`config.mk`:
```
export PLATFORM = sky130hd
export DESIGN_NAME = add_tdest_from_vlan_tag_flat
export DESIGN_NICKNAME = d
export VERILOG_FILES = /design/src/rtl/add_tdest_from_vlan_tag_if.sv /design/src/rtl/add_tdest_from_vlan_tag.sv /design/src/flat_wrapper.sv
export SDC_FILE = /design/constraint.sdc
export NUM_CORES = 1
export LEC_CHECK = 0
export BUFFER_PORTS_ARGS = -buffer_cell sky130_fd_sc_hd__buf_2
export CAP_MARGIN = 20
export CORE_MARGIN = 4
export CORE_UTILIZATION = 35
export CTS_BUF_LIST = sky130_fd_sc_hd__clkbuf_16
export CTS_CLUSTER_SIZE = 10
export DETAILED_ROUTE_END_ITERATION = 8
export PLACE_DENSITY = 0.61
export SYNTH_ARGS = -nofsm -noshare
export SYNTH_HDL_FRONTEND = slang
export SYNTH_SLANG_ARGS = --single-unit
```
`constraint.sdc`:
```
create_clock -name clk -period 10.85 [get_ports clk]
set_input_delay 0.5425 -clock clk [delete_from_list [all_inputs] [get_ports clk]]
set_output_delay 0.5425 -clock clk [all_outputs]
set_load 0.005 [all_outputs]
```
`src/rtl/add_tdest_from_vlan_tag_if.sv`:
```
// Byte-wide AXI4-Stream bundle used on both sides of the tdest stage.
interface add_tdest_from_vlan_tag_if;
  logic [7:0] tdata;
  logic       tvalid;
  logic       tready;
  logic       tlast;
  logic [1:0] tuser;
  logic [2:0] tdest;

  modport master (output tdata, output tvalid, output tlast, output tuser, output tdest,
                  input  tready);
  modport slave  (input  tdata, input  tvalid, input  tlast, input  tuser,
                  output tready);
endinterface

```
`src/rtl/add_tdest_from_vlan_tag.sv`:
```
// Buffers the Ethernet header of each frame, maps the 802.1Q PCP to a queue
// number and presents it on m_axis.tdest for every beat of that frame.
// Byte stream, tlast and tuser pass through unchanged; one frame in flight.
module add_tdest_from_vlan_tag #(
  parameter int unsigned HDR_BYTES = 16,
  parameter logic [15:0] VLAN_TPID = 16'h8100
) (
  input  logic       clk,
  input  logic       rst,
  input  logic [2:0] pcp0_tdest,
  input  logic [2:0] pcp1_tdest,
  input  logic [2:0] pcp2_tdest,
  input  logic [2:0] pcp3_tdest,
  input  logic [2:0] pcp4_tdest,
  input  logic [2:0] pcp5_tdest,
  input  logic [2:0] pcp6_tdest,
  input  logic [2:0] pcp7_tdest,
  input  logic [2:0] untagged_tdest,
  add_tdest_from_vlan_tag_if.slave  s_axis,
  add_tdest_from_vlan_tag_if.master m_axis
);

  localparam int unsigned AW = $clog2(HDR_BYTES);

  // Header byte positions, counted from 0 within the frame.
  localparam logic [AW:0] IDX_TPID_HI = (AW+1)'(HDR_BYTES - 4);
  localparam logic [AW:0] IDX_TPID_LO = (AW+1)'(HDR_BYTES - 3);
  localparam logic [AW:0] IDX_TCI_HI  = (AW+1)'(HDR_BYTES - 2);
  localparam logic [AW:0] IDX_LAST    = (AW+1)'(HDR_BYTES - 1);
  localparam logic [AW:0] CNT_FULL    = (AW+1)'(HDR_BYTES);

  typedef enum logic {COLLECT, STREAM} state_t;

  typedef struct packed {
    logic [7:0] data;
    logic [1:0] user;
    logic       last;
  } entry_t;

  state_t        r_state;
  entry_t        r_mem [HDR_BYTES];
  logic [AW-1:0] r_wr_ptr;
  logic [AW-1:0] r_rd_ptr;
  logic [AW:0]   r_count;
  logic          r_active;
  logic          r_in_done;
  logic [7:0]    r_tpid_hi;
  logic [7:0]    r_tpid_lo;
  logic [2:0]    r_pcp;
  logic [2:0]    r_tdest;

  logic          w_s_ready;
  logic          w_m_valid;
  logic          w_push;
  logic          w_pop;
  logic          w_decide;
  logic          w_tagged;
  logic [2:0]    w_pcp_tdest;
  entry_t        w_head;

  assign w_head    = r_mem[r_rd_ptr];
  assign w_m_valid = (r_state == STREAM) && (r_count != '0);
  assign w_pop     = w_m_valid && m_axis.tready;

  // In COLLECT the FIFO never holds more than HDR_BYTES-1 entries, so the
  // ready term only has to consider fullness while streaming.
  always_comb begin
    w_s_ready = 1'b0;
    if (r_active) begin
      if (r_state == COLLECT) w_s_ready = 1'b1;
      else                    w_s_ready = !r_in_done && ((r_count != CNT_FULL) || w_pop);
    end
  end

  assign w_push   = s_axis.tvalid && w_s_ready;
  assign w_decide = w_push && (r_state == COLLECT) && ((r_count == IDX_LAST) || s_axis.tlast);
  assign w_tagged = (r_count == IDX_LAST) && ({r_tpid_hi, r_tpid_lo} == VLAN_TPID);

  // PCP to queue-number lookup from the quasi-static configuration ports.
  always_comb begin
    w_pcp_tdest = pcp0_tdest;
    case (r_pcp)
      3'd0:    w_pcp_tdest = pcp0_tdest;
      3'd1:    w_pcp_tdest = pcp1_tdest;
      3'd2:    w_pcp_tdest = pcp2_tdest;
      3'd3:    w_pcp_tdest = pcp3_tdest;
      3'd4:    w_pcp_tdest = pcp4_tdest;
      3'd5:    w_pcp_tdest = pcp5_tdest;
      3'd6:    w_pcp_tdest = pcp6_tdest;
      default: w_pcp_tdest = pcp7_tdest;
    endcase
  end

  // FIFO storage; cleared on reset so the output bus reads zero.
  always_ff @(posedge clk or posedge rst) begin
    if (rst) begin
      for (int unsigned i = 0; i < HDR_BYTES; i++) r_mem[i] <= '0;
    end else if (w_push) begin
      r_mem[r_wr_ptr] <= '{data: s_axis.tdata, user: s_axis.tuser, last: s_axis.tlast};
    end
  end

  // FIFO pointers and occupancy.
  always_ff @(posedge clk or posedge rst) begin
    if (rst) begin
      r_wr_ptr <= '0;
      r_rd_ptr <= '0;
      r_count  <= '0;
    end else begin
      if (w_push) r_wr_ptr <= r_wr_ptr + 1'b1;
      if (w_pop)  r_rd_ptr <= r_rd_ptr + 1'b1;
      case ({w_push, w_pop})
        2'b10:   r_count <= r_count + 1'b1;
        2'b01:   r_count <= r_count - 1'b1;
        default: r_count <= r_count;
      endcase
    end
  end

  // Capture TPID and PCP while the header is being collected; the FIFO is
  // empty at frame start, so the occupancy doubles as the byte index.
  always_ff @(posedge clk or posedge rst) begin
    if (rst) begin
      r_tpid_hi <= '0;
      r_tpid_lo <= '0;
      r_pcp     <= '0;
    end else if (w_push && (r_state == COLLECT)) begin
      if (r_count == IDX_TPID_HI) r_tpid_hi <= s_axis.tdata;
      if (r_count == IDX_TPID_LO) r_tpid_lo <= s_axis.tdata;
      if (r_count == IDX_TCI_HI)  r_pcp     <= s_axis.tdata[7:5];
    end
  end

  // Frame FSM: header decision, tdest latch, end-of-frame return.
  always_ff @(posedge clk or posedge rst) begin
    if (rst) begin
      r_state   <= COLLECT;
      r_tdest   <= '0;
      r_in_done <= 1'b0;
      r_active  <= 1'b0;
    end else begin
      r_active <= 1'b1;
      if (w_push && s_axis.tlast) r_in_done <= 1'b1;
      case (r_state)
        COLLECT: begin
          if (w_decide) begin
            r_tdest <= w_tagged ? w_pcp_tdest : untagged_tdest;
            r_state <= STREAM;
          end
        end
        STREAM: begin
          if (w_pop && w_head.last) begin
            r_state   <= COLLECT;
            r_in_done <= 1'b0;
          end
        end
        default: r_state <= COLLECT;
      endcase
    end
  end

  assign s_axis.tready = w_s_ready;
  assign m_axis.tvalid = w_m_valid;
  assign m_axis.tdata  = w_head.data;
  assign m_axis.tuser  = w_head.user;
  assign m_axis.tlast  = w_head.last;
  assign m_axis.tdest  = r_tdest;

endmodule

```
`src/flat_wrapper.sv`:
```
// flat-port wrapper written by rule: the top's interface ports become plain ports
module add_tdest_from_vlan_tag_flat 
#(
  parameter int unsigned HDR_BYTES = 16,
  parameter logic [15:0] VLAN_TPID = 16'h8100
)
  (clk, rst, pcp0_tdest, pcp1_tdest, pcp2_tdest, pcp3_tdest, pcp4_tdest, pcp5_tdest, pcp6_tdest, pcp7_tdest, untagged_tdest, s_axis_tdata, s_axis_tvalid, s_axis_tlast, s_axis_tuser, s_axis_tready, m_axis_tdata, m_axis_tvalid, m_axis_tlast, m_axis_tuser, m_axis_tdest, m_axis_tready);
  add_tdest_from_vlan_tag_if s_axis_i ();
  add_tdest_from_vlan_tag_if m_axis_i ();
  input  logic clk;
  input  logic rst;
  input  logic [2:0] pcp0_tdest;
  input  logic [2:0] pcp1_tdest;
  input  logic [2:0] pcp2_tdest;
  input  logic [2:0] pcp3_tdest;
  input  logic [2:0] pcp4_tdest;
  input  logic [2:0] pcp5_tdest;
  input  logic [2:0] pcp6_tdest;
  input  logic [2:0] pcp7_tdest;
  input  logic [2:0] untagged_tdest;
  input wire logic [$bits(s_axis_i.tdata)-1:0] s_axis_tdata;
  input wire logic [$bits(s_axis_i.tvalid)-1:0] s_axis_tvalid;
  input wire logic [$bits(s_axis_i.tlast)-1:0] s_axis_tlast;
  input wire logic [$bits(s_axis_i.tuser)-1:0] s_axis_tuser;
  output wire logic [$bits(s_axis_i.tready)-1:0] s_axis_tready;
  output wire logic [$bits(m_axis_i.tdata)-1:0] m_axis_tdata;
  output wire logic [$bits(m_axis_i.tvalid)-1:0] m_axis_tvalid;
  output wire logic [$bits(m_axis_i.tlast)-1:0] m_axis_tlast;
  output wire logic [$bits(m_axis_i.tuser)-1:0] m_axis_tuser;
  output wire logic [$bits(m_axis_i.tdest)-1:0] m_axis_tdest;
  input wire logic [$bits(m_axis_i.tready)-1:0] m_axis_tready;
  assign s_axis_i.tdata = s_axis_tdata;
  assign s_axis_i.tvalid = s_axis_tvalid;
  assign s_axis_i.tlast = s_axis_tlast;
  assign s_axis_i.tuser = s_axis_tuser;
  assign s_axis_tready = s_axis_i.tready;
  assign m_axis_tdata = m_axis_i.tdata;
  assign m_axis_tvalid = m_axis_i.tvalid;
  assign m_axis_tlast = m_axis_i.tlast;
  assign m_axis_tuser = m_axis_i.tuser;
  assign m_axis_tdest = m_axis_i.tdest;
  assign m_axis_i.tready = m_axis_tready;
  add_tdest_from_vlan_tag #(.HDR_BYTES(HDR_BYTES), .VLAN_TPID(VLAN_TPID)) u_core (.clk(clk), .rst(rst), .pcp0_tdest(pcp0_tdest), .pcp1_tdest(pcp1_tdest), .pcp2_tdest(pcp2_tdest), .pcp3_tdest(pcp3_tdest), .pcp4_tdest(pcp4_tdest), .pcp5_tdest(pcp5_tdest), .pcp6_tdest(pcp6_tdest), .pcp7_tdest(pcp7_tdest), .untagged_tdest(untagged_tdest), .s_axis(s_axis_i), .m_axis(m_axis_i));
endmodule
```
==> impl_metrics.ini <==
[status]
status = finished clean

[timing]
hold_viol = 0
rsz0062_at_grt = false
layout_min_cycle_time_ns = 3.55
worst_slack_ns = 7.30
relSlewSlack = 0.332
worst_pin_slew_ns = 1.00
fmax_mhz = 282
whs_ns = 0.101
fin_tns_setup_ns = 0
skew_ns = 0.0162
fin_crit_sh = 0.327
maxSlewViolCount = 0
setup_viol = 0

[logic_synthesis]
yosys_warnings = 0
synthTopCellsByArea = dfrtp_1 (50%), mux2_4 (14%), mux2_2 (10%), mux4_2 (9.5%), mux2i_1 (1.4%)
ys_seq_area_frac = 0.500
synthFlopType = dfrtp_1
synth_seq_cells = 214
syn_area_um2 = 10700
yosysMostFrequentCell = dfrtp_1
synth.distinct_cells = 53
synthTopCellsByCount = dfrtp_1 (214), mux2_4 (100), mux2_2 (96)
syn-num-nets = 740
syn_avg_cell_area_um2 = 15.6
async_reset_ff_frac = 1.00
synth_top_area_cell = dfrtp_1
synthDominantCellAreaShare = 0.500
synth_edf_count = 0
syn_inst = 688

[global_route]
grt_max_degree = 91
track_usage = 0.139
grt_pass1_vias = 6334
grt_pass1_wl_mm = 37.0
antenna_found_initial = 0
grt-ovfl-total = 0
grt_use_met3 = 0.0182
met2_usage = 0.222
gr-usage-met1 = 0.203
top_usage_layer = met2

[hold_path]
hold_path_class = in2async

[worst_setup_path]
arrival_ns = 3.01
cp_max_fo = 47
start_kind = register
required_ns = 10.31
path_class = reg2out
end_kind = output pin

[floorplanning]
initial_core_util = 0.358
die_area_um2 = 33400
ios = 58
fp.dieW_um = 183
fp-row-count = 63
core_um2 = 29900
dieHeight_um = 183

[routing]
drt_iter0_drc = 279
viasPerCell = 5.17
dr.pass1.iters = 4
drtAntennaViolNets = 0
wl_per_cell_um = 20.7
drc_errors = 0
wirelength_mm = 23.2
routed-via-count = 5798

[place]
place_ws_ns = 7.60
portBuffers = 57
dpl.hpwl_mm = 14.0
gp_congestion = 0.706

[clock_network]
insertion_delay_ns = 0.52
cts_resized = 0
htree_levels = 1
cts-buffers-inserted = 26
path_clk_slew_ns = 0.06
cts_tree = done
cts_root_buf = clkbuf_16
cts_sinks = 214
ctsHoldBuffers = 0
post_cts_buffers = 0
clockBufferDepth = 3

[power]
ir_drop_v = 0.000130
power_density_nw_per_um2 = 272
p_leak_nw = 5.55

[final_layout]
num-fill-cells = 2751
drive_gt1_frac = 0.489
synthToLayoutAreaGrowth_pct = 11.3
antenna_cells = 0
nets = 779
fin_util = 0.399

[job]
max_cap_viol_count = 0
==> state kept, by name (all words and copies together), names as in the netlist <==
signal,flops
u_core.r_mem,176
u_core.r_in_done,1
u_core.r_rd_ptr,4
u_core.r_pcp,3
u_core.r_tpid_hi,8
u_core.m_axis.tdest,3
u_core.r_state,1
u_core.r_count,5
u_core.r_tpid_lo,8
u_core.r_wr_ptr,4
u_core.r_active,1
==> critical path, stage by stage, from the launching register on <==
cell	delay (ns)
dfrtp_4	1.08
mux4_2	0.61
nor2b_1	0.14
a211oi_1	0.36
a21oi_1	0.12
buf_2	0.15
==> area by class of cell <==
cell class                 instances  area [um2]  area share
inverter                           3        18.8     0.00157
multi-input combinational        416        4970       0.417
sequential                       214        5360       0.450
clock buffer                      27         676      0.0567
clock inverter                     6        30.0     0.00252
timing repair buffer              66         373      0.0313
tap                              390         488      0.0409
==> stage by stage <==
stage	total power, mW	instances	instance area, um2
finish	3.25	1122	11900
global route	3.45	1122	11900
CTS	3.28	1121	11900
detailed placement	2.51	1088	11200
global placement	2.49	1088	11200
floorplan	2.24	688	10700
==> cell usage in the layout, fill, tap and decap left out, types with 8 or more instances in the layout <==
| cell type | instances |
|---|---|
| clkbuf_16 | 27 |
| buf_2 | 57 |
| mux2_4 | 100 |
| nor2_1 | 12 |
| nand3b_1 | 9 |
| a211oi_1 | 11 |
| mux2i_1 | 15 |
| mux4_2 | 45 |
| nor2b_1 | 14 |
| buf_4 | 8 |
| dfrtp_1 | 211 |
| a21oi_1 | 19 |
| mux2_2 | 96 |
| ha_1 | 9 |
| nand2_1 | 12 |
==> where the power goes <==
group	switching, mW	internal (mW)	leakage [nW]	total [mW]
clock network	0.309	0.438	0.361	0.747
registers	0.255	1.11	2.80	1.37
logic	0.426	0.703	2.39	1.13
==> worst paths after layout <==
kind | start | endpoint | slack (ns) | depth (start not counted)
max in group asynchronous | rst | u_core.r_mem[62] | 8.72 | 4
setup / recovery | u_core.r_rd_ptr[0] | m_axis_tlast | 7.30 | 5
hold reg to reg | u_core.r_mem[65] | u_core.r_mem[65] | 0.48 | 1
min in group clk | untagged_tdest[0] | u_core.m_axis.tdest[0] | 0.30 | 3
setup reg to reg | u_core.r_count[0] | u_core.r_count[4] | 7.60 | 11
hold / removal | rst | u_core.r_mem[55] | 0.10 | 2
==> routing by layer <==
| metal | up-vias | share of wire |
|---|---|---|
| met5 | - | 0 |
| met4 | 0 | 0.017 |
| met3 | 27 | 0.025 |
| met2 | 70 | 0.48 |
| met1 | 3091 | 0.48 |
| li1 | 2610 | - |
==> cells by family (layout without fill, tap and decap cells) <==
group	Yosys count	after routing	share of synthesized area
muxes	259	259	0.353
DFF	214	214	0.500
buffers and inverters	58	102	0.0355
adders and majority gates	10	10	0.0124
and+or+nand+nor	87	87	0.0588
other	1	1	0.000350
AOI/OAI and AO/OA	48	48	0.0306
xor gates and xnor gates	11	11	0.00900
No activity file was read; power rests on OpenSTA's default activity.
